`src/rtl/mips_pkg.sv`:
```
// Shared datapath widths and write-back control bundle for the lab MIPS pipeline.
package mips_pkg;

  localparam int DATA_W     = 32;
  localparam int REG_ADDR_W = 5;

  localparam logic [4:0] REG_ZERO = 5'd0;

  typedef struct packed {
    logic valid;
    logic regwrite;
    logic memtoreg;
  } wb_ctrl_t;

endpackage

```
`src/rtl/retire_counter.sv`:
```
// Free-running event counter: adds one on each cycle where inc is high, wraps at 2^CNT_W.
module retire_counter #(
  parameter int CNT_W = 32
) (
  input  logic             clk,
  input  logic             reset,
  input  logic             inc,
  output logic [CNT_W-1:0] count
);

  logic [CNT_W-1:0] count_q;
  logic [CNT_W-1:0] count_d;

  always_comb begin
    count_d = count_q;
    if (inc) begin
      count_d = count_q + CNT_W'(1);
    end
  end

  always_ff @(posedge clk) begin
    if (reset) begin
      count_q <= '0;
    end else begin
      count_q <= count_d;
    end
  end

  assign count = count_q;

endmodule

```
`src/rtl/mem_wb_writeback.sv`:
```
// MEM/WB pipeline register driving the register-file write port, plus a retire counter.
// Defining WB_BYPASS_EN adds rs/rt compare outputs so ID can take WB data in the same cycle.
module mem_wb_writeback
  import mips_pkg::*;
#(
  parameter int DATA_W     = mips_pkg::DATA_W,
  parameter int REG_ADDR_W = mips_pkg::REG_ADDR_W,
  parameter int CNT_W      = 32
) (
  input  logic                  clk,
  input  logic                  reset,
  input  logic                  mem_valid,
  input  logic                  mem_regwrite,
  input  logic                  mem_memtoreg,
  input  logic [DATA_W-1:0]     mem_alu_result,
  input  logic [DATA_W-1:0]     mem_read_data,
  input  logic [REG_ADDR_W-1:0] mem_write_reg,
  input  logic                  stall,
  input  logic                  flush,
  output logic                  reg_write,
  output logic [REG_ADDR_W-1:0] write_reg,
  output logic [DATA_W-1:0]     write_data,
  output logic                  wb_valid,
  output logic [CNT_W-1:0]      retire_count
`ifdef WB_BYPASS_EN
  ,
  input  logic [REG_ADDR_W-1:0] rs_addr,
  input  logic [REG_ADDR_W-1:0] rt_addr,
  output logic                  fwd_a_hit,
  output logic                  fwd_b_hit,
  output logic [DATA_W-1:0]     fwd_data
`endif
);

  wb_ctrl_t mem_ctrl;

  logic                  wb_valid_q,   wb_valid_d;
  logic                  reg_write_q,  reg_write_d;
  logic [REG_ADDR_W-1:0] write_reg_q,  write_reg_d;
  logic [DATA_W-1:0]     write_data_q, write_data_d;
  logic                  write_done_q, write_done_d;
  logic                  retire_inc;

  assign mem_ctrl.valid    = mem_valid;
  assign mem_ctrl.regwrite = mem_regwrite;
  assign mem_ctrl.memtoreg = mem_memtoreg;

  always_comb begin
    wb_valid_d   = wb_valid_q;
    reg_write_d  = reg_write_q;
    write_reg_d  = write_reg_q;
    write_data_d = write_data_q;
    write_done_d = write_done_q;
    if (flush) begin
      wb_valid_d   = 1'b0;
      reg_write_d  = 1'b0;
      write_done_d = 1'b0;
    end else if (stall) begin
      // A held instruction keeps its slot but its write port pulse is spent.
      reg_write_d  = 1'b0;
      write_done_d = 1'b1;
    end else begin
      wb_valid_d   = mem_ctrl.valid;
      write_reg_d  = mem_write_reg;
      write_data_d = mem_ctrl.memtoreg ? mem_read_data : mem_alu_result;
      reg_write_d  = mem_ctrl.valid & mem_ctrl.regwrite &
                     (mem_write_reg != REG_ADDR_W'(REG_ZERO));
      write_done_d = 1'b0;
    end
  end

  always_ff @(posedge clk) begin
    if (reset) begin
      wb_valid_q   <= 1'b0;
      reg_write_q  <= 1'b0;
      write_reg_q  <= '0;
      write_data_q <= '0;
      write_done_q <= 1'b0;
    end else begin
      wb_valid_q   <= wb_valid_d;
      reg_write_q  <= reg_write_d;
      write_reg_q  <= write_reg_d;
      write_data_q <= write_data_d;
      write_done_q <= write_done_d;
    end
  end

  // Count in the instruction's first WB cycle only; later held cycles have write_done set.
  assign retire_inc = wb_valid_q & ~write_done_q;

  retire_counter #(
    .CNT_W(CNT_W)
  ) u_retire_counter (
    .clk   (clk),
    .reset (reset),
    .inc   (retire_inc),
    .count (retire_count)
  );

  assign reg_write  = reg_write_q;
  assign write_reg  = write_reg_q;
  assign write_data = write_data_q;
  assign wb_valid   = wb_valid_q;

`ifdef WB_BYPASS_EN
  assign fwd_a_hit = reg_write_q & (write_reg_q == rs_addr);
  assign fwd_b_hit = reg_write_q & (write_reg_q == rt_addr);
  assign fwd_data  = write_data_q;
`endif

endmodule
```
`config.mk`:
```
export PLATFORM = sky130hd
export DESIGN_NAME = mem_wb_writeback
export DESIGN_NICKNAME = d
export VERILOG_FILES = /design/src/rtl/mips_pkg.sv /design/src/rtl/retire_counter.sv /design/src/rtl/mem_wb_writeback.sv
export SDC_FILE = /design/constraint.sdc
export NUM_CORES = 1
export LEC_CHECK = 0
export CORE_ASPECT_RATIO = 2
export CORE_MARGIN = 2
export CORE_UTILIZATION = 40
export DETAILED_ROUTE_END_ITERATION = 8
export GPL_TIMING_DRIVEN = 0
export PLACE_DENSITY = 0.77
export SLEW_MARGIN = 20
export SYNTH_ARGS = -nofsm -noshare
export SYNTH_HDL_FRONTEND = slang
export SYNTH_HIERARCHICAL = 1
export SYNTH_SLANG_ARGS = --single-unit
```
`constraint.sdc`:
```
create_clock -name clk -period 2.5 [get_ports clk]
set_input_delay 0.25 -clock clk [delete_from_list [all_inputs] [get_ports clk]]
set_output_delay 0.25 -clock clk [all_outputs]
set_load 0.01 [all_outputs]
```
==> flow_metrics.tcl, run 1 <==
set metrics [dict create \
    hold_buffers 0 \
    crit_path_cell_trace "nor2b_1, buf_2, and4_1, buf_2, nand4_1, nor3_1, mux2_2" \
    power_uw 2840 \
    synth_ff_type "dfxtp_1" \
    critPathMostFrequentCell "buf_2" \
    min_period_over_period_pct 90.4 \
    synth.area.top_cells "dfxtp_1, mux2i_1, o21ba_2, a211oi_1, mux2_2" \
    die_w_um 70.5 \
    hold_path.startpoint "stall" \
    synth_top_area_share_pct 40.8 \
    dp_hpwl_um 8030 \
    h-tree-depth 3 \
    hold_slack_ns 0.237 \
    clock_sinks 72 \
    p_per_area_nw_per_um2 530 \
    cts_tree "done" \
    layout_commonest_cell "clkdlybuf4s50_1" \
    io_pins 147 \
    status "finished clean" \
    drc_errors 0 \
    yosys.area.top_type "dfxtp_1" \
    p_leak_uw 0.00199 \
    clockBufferDepth 2 \
    final_cell_mix "clkdlybuf4s50_1, dfxtp_1, mux2i_1, o21ba_2, a211oi_1" \
    slew_headroom_pct 65.7 \
    grt_max_degree 12 \
    avgSynthCellArea_um2 9.79 \
    post-place-ws_ns 0.325 \
    startpoint_type "flop" \
    first_global_vias 3538 \
    synth_edf_count 0 \
    fp.coreArea_um2 8590 \
    start_util_pct 41.2 \
    numPortBuffers 143 \
    routed_wl_um 10100 \
    vdd.ir_drop.worst_uv 382 \
    finalCriticalPeriod_ns 2.26 \
    clock.fmax_ghz 0.443 \
    overflow 0 \
    regToRegEndpoint "u_retire_counter/count[28]" \
    rows 48 \
    postCtsSetupRepairBufs 0 \
    drv_slew 0 \
    hold_path_class "input pin to flop" \
    ant_nets 0 \
    crit_slowest_cell "mux2_2" \
    grt_setup_unrepaired "no" \
    cp.arrival_ns 2.48 \
    nNetsFinal 592 \
    fin_tns_setup_ns 0 \
    syn-num-nets 438 \
    worst_slack_ns 0.241 \
    grt_use_total_pct 21.8 \
    hold-path-cell-count 3 \
    clk_latency_ns 0.33 \
    grt_pass1_wl_um 16500 \
    path_clk_slew_ns 0.05 \
    reg2reg_slack_ns 0.24 \
    num_antenna_cells 0 \
    cap_violations 0 \
    drive_gt1_share_pct 16.2 \
    ys_warn_count 6 \
    die_y_um 137 \
    critPathMaxFanout 9 \
    r2r_cells 7 \
    antenna_found_initial 0 \
    critPathRequiredTime_ns 2.72 \
    max_stage_delay_ns 0.38 \
    synth-seq-cells 72 \
    ys_seq_area_share_pct 40.8 \
    syn2layout_area_growth_pct 51.8 \
    endpoint_kind "flop" \
    ys_async_sr_fraction_pct 0 \
    whs_endpoint "write_reg[2]" \
    design.die.area_um2 9650 \
    vias_per_cell 5.39 \
    wl_per_cell_um 16.3 \
    drt_iter0_drc 97 \
    worstSetupPathType "flop to flop" \
    reg2reg_from "wb_valid" \
    ctsResizeCount 0 \
    hold_violations 0 \
    synth_area_um2 3530 \
    final.setup_skew_ns 0.00441 \
    place.gp.congestion 0.867 \
    cts_buffers 9 \
    setup_viol 0 \
    synth_cells 361 \
    worstMarginPinSlew_ns 0.514 \
    synth.distinct_cells 41 \
    finish.utilization_pct 62.5 \
    num_vias 3332 \
    cts_root_buffer "clkbuf_16" \
    drt-pass1-iter-count 4 \
]
[synthesized netlist by cell type, types with 2 or more instances]
master / number
xor2_1: 9
nor3b_1: 2
xnor2_1: 4
nand3_1: 9
buf_4: 3
or3_1: 4
or4_1: 4
nand2_1: 9
o21ai_0: 9
a211oi_1: 32
nor3_1: 11
and4_1: 3
nand4_1: 10
mux2i_1: 34
o21ba_2: 32
nor2b_1: 11
dfxtp_1: 72
o31ai_1: 3
nor2_1: 26
clkbuf_1: 9
buf_2: 13
mux2_1: 2
inv_1: 4
buf_6: 5
or3b_2: 4
a21oi_1: 12
nor4_1: 2
and3_1: 2
mux2_2: 9
[kinds of logic after synthesis]
family | Yosys count | share of synthesized area [%]
compound gates | 89 | 19.8
xor+xnor | 13 | 3.22
fa+ha+maj | 1 | 0.354
buf+inv | 35 | 5.56
flops | 72 | 40.8
mux | 45 | 13.1
simple gates | 106 | 17.2
[stage by stage]
stage                     instances  cell area, um2
after floorplan                 361            3530
after global placement          604            5090
after detailed placement        604            5090
after CTS                       618            5370
after global routing            618            5370
final                           618            5370
[routing by layer]
metal	GRT usage, %	vias up	wire [um]
met2	41.2	143	5590
met5	0	-	0
li1	-	1620	-
met4	12.1	0	329
met3	6.85	25	747
met1	20.2	1544	3420
[critical path, delay by kind of cell (launching register included)]
kind / cells / cell delay [ns]
buffers and inverters: 2 / 0.38
AND/OR/NAND/NOR: 4 / 1.02
multiplexers: 1 / 0.38
flip-flops: 1 / 0.35
[where the power goes]
| part | total, uW | switching, uW | internal, uW |
|---|---|---|---|
| Sequential | 1210 | 20.1 | 1190 |
| Combinational | 440 | 165 | 275 |
| Clock | 1190 | 450 | 742 |
| Total | 2840 | 635 | 2210 |
[cell type report]
class                   instances  area [um2]
plain buffers                  31         181
inverters                       4        15.0
repair buffers                143        1430
flip-flops and latches         72        1440
well taps                     100         125
fillers                       739        3220
clock buffers                  14         274
multi-input cells             254        1900
[worst max path at each step]
stage                                   start                          to  slack, ns  cells past startpoint
floorplan           u_retire_counter/count[8]  u_retire_counter/count[31]       0.57                      5
CTS                                  wb_valid  u_retire_counter/count[28]       0.31                      7
detailed placement                   wb_valid  u_retire_counter/count[28]       0.32                      7
global route                         wb_valid  u_retire_counter/count[27]       0.16                      7
finish                               wb_valid  u_retire_counter/count[28]       0.24                      7
global placement                     wb_valid  u_retire_counter/count[30]       0.38                      7
No activity file was read; power rests on OpenSTA's default activity.
==> run 2: changes to the inputs <==
--- a/config.mk
+++ b/config.mk
@@ -6,11 +6,10 @@
 export NUM_CORES = 1
 export LEC_CHECK = 0
 export CORE_ASPECT_RATIO = 2
-export CORE_MARGIN = 2
 export CORE_UTILIZATION = 40
 export DETAILED_ROUTE_END_ITERATION = 8
 export GPL_TIMING_DRIVEN = 0
-export PLACE_DENSITY = 0.77
+export PLACE_DENSITY = 0.82
 export SLEW_MARGIN = 20
 export SYNTH_ARGS = -nofsm -noshare
 export SYNTH_HDL_FRONTEND = slang
==> constraint.sdc (replaced) <==
create_clock -name clk -period 2.52 [get_ports clk]
set_input_delay 0.252 -clock clk [delete_from_list [all_inputs] [get_ports clk]]
set_output_delay 0.252 -clock clk [all_outputs]
set_load 0.01 [all_outputs]
==> run 2 against run 1 <==
Net effect:
- sequential power about the same
- design area up 1.2%
- critical path type unchanged
- clock skew up 0.0013 ns
- maximum frequency up 1.1%
- via count down 0.54%
- sequential share of layout area down 0.31 points
- count of clock-buffer cells in the layout down 4
- power up 8.1%
- core utilization up 0.73 points
- register-to-register slack better by 0.04 ns
==> flow_metrics.tcl, run 2 (same netlist as run 1, synthesis figures left out) <==
set metrics [dict create \
    status "finished clean" \
    cap_violations 0 \
    hold_violations 0 \
    first_global_vias 3433 \
    ctsResizeCount 0 \
    pwr-share-seq_pct 39.0 \
    io_pins 147 \
    die_w_um 68.5 \
    drive_gt1_share_pct 16.7 \
    nFillCells 721 \
    hold_slack_ns 0.232 \
    final.setup_skew_ns 0.00573 \
    power_uw 3070 \
    fp.coreArea_um2 8590 \
    clockBufferDepth 2 \
    cts_buffers 9 \
    start_util_pct 41.2 \
    die_y_um 135 \
    drt_iter0_drc 82 \
    clkPwrFrac_pct 46.7 \
    vdd.ir_drop.worst_uv 404 \
    h-tree-depth 3 \
    rows 48 \
    grt_max_degree 13 \
    nNetsFinal 592 \
    setup_viol 0 \
    clock.fmax_ghz 0.447 \
    vias_per_cell 5.35 \
    slew_headroom_pct 67.0 \
    power_switching_uw 658 \
    pwr-share-comb_pct 14.2 \
    drv_slew 0 \
    finalCriticalPeriod_ns 2.24 \
    finish.utilization_pct 63.2 \
    worstSetupPathType "flop to flop" \
    wl_per_cell_um 16.1 \
    netSwitchingFraction_pct 21.4 \
    ant_nets 0 \
    drt-pass1-iter-count 4 \
    p_per_area_nw_per_um2 566 \
    hold_path_class "input pin to flop" \
    syn2layout_area_growth_pct 53.6 \
    postCtsSetupRepairBufs 0 \
    cp.depth 7 \
    cts_root_buffer "clkbuf_16" \
    max_stage_delay_ns 0.36 \
    layout_commonest_cell "clkdlybuf4s50_1" \
    cp.arrival_ns 2.46 \
    cp_top_family "simple AND/OR/NAND/NOR gates" \
    grt_use_total_pct 23.0 \
    dp_hpwl_um 8020 \
    path_clk_slew_ns 0.06 \
    crit_buf_inv 2 \
    startpoint_type "flop" \
    grt_pass1_wl_um 15800 \
    drc_errors 0 \
    routed_wl_um 9990 \
    antenna_found_initial 0 \
    fin_area_um2 5430 \
    clk_latency_ns 0.33 \
    critPathMaxFanout 9 \
    min_period_over_period_pct 88.7 \
    p_leak_uw 0.00201 \
    endpoint_kind "flop" \
    fin_tns_setup_ns 0 \
    clock_sinks 72 \
    crit_path_cell_trace "nor2b_1, buf_2, and4_1, buf_2, nand4_1, nor3_1, mux2_2" \
    dpl-instance-area_um2 5090 \
    worstMarginPinSlew_ns 0.494 \
    num_antenna_cells 0 \
    critPathMostFrequentCell "buf_2" \
    hold-path-cell-count 3 \
    critPathRequiredTime_ns 2.74 \
    r2r_cells 7 \
    design.die.area_um2 9240 \
    grt_setup_unrepaired "no" \
    numPortBuffers 143 \
    num_vias 3314 \
    place.gp.congestion 0.774 \
    overflow 0 \
    crit_slowest_cell "mux2_2" \
    final_cell_mix "clkdlybuf4s50_1, dfxtp_1, mux2i_1, o21ba_2, a211oi_1" \
    hold_buffers 0 \
    p_int_uw 2410 \
    cts_tree "done" \
]
==> run 2: power groups by stage <==
stage / combinational, uW / clock [uW] / sequential [uW]
5_1_grt: 470 / 1500 / 1200
4_1_cts: 441 / 1460 / 1200
2_1_floorplan: 183 / 0 / 1240
6_report: 437 / 1440 / 1200
3_3_place_gp: 429 / 0 / 1220
3_5_place_dp: 440 / 0 / 1220
==> run 2: path summary, 6_finish.rpt <==
path                              startpoint                    endpoint  slack [ns]
worst max register to register      wb_valid  u_retire_counter/count[28]        0.28
worst max-delay path                wb_valid  u_retire_counter/count[28]        0.28
worst min register to register  write_reg[4]                write_reg[4]        0.47
worst min-delay path                   stall                write_reg[2]        0.23
==> run 2: stage by stage <==
stage	cells	setup slack (ns)
2_1_floorplan	361	0.586
3_3_place_gp	604	0.425
3_5_place_dp	604	0.300
4_1_cts	620	0.297
5_1_grt	620	0.163
6_report	620	0.284
==> run 2: metal layers <==
| metal | GRT usage [%] | up-vias | wire length (um) |
|---|---|---|---|
| met5 | 0 | - | 0 |
| met4 | 10.9 | 0 | 295 |
| met3 | 8.36 | 20 | 730 |
| met2 | 44.3 | 133 | 5640 |
| met1 | 19.1 | 1539 | 3320 |
| li1 | - | 1622 | - |
==> run 2: tightest hold or removal path, stage by stage <==
cell     delay (ns)
buf_6          0.10
or3b_2         0.11
a21oi_1        0.05
==> run 2: cell type report <==
class,instances,area (um2),share of cell area [%]
well taps,100,125,2.31
clock buffers,10,229,4.22
multi-input cells,254,1900,34.9
inverters,4,15.0,0.277
clock inverters,6,108,1.98
repair buffers,143,1430,26.4
flip-flops and latches,72,1440,26.6
plain buffers,31,181,3.34
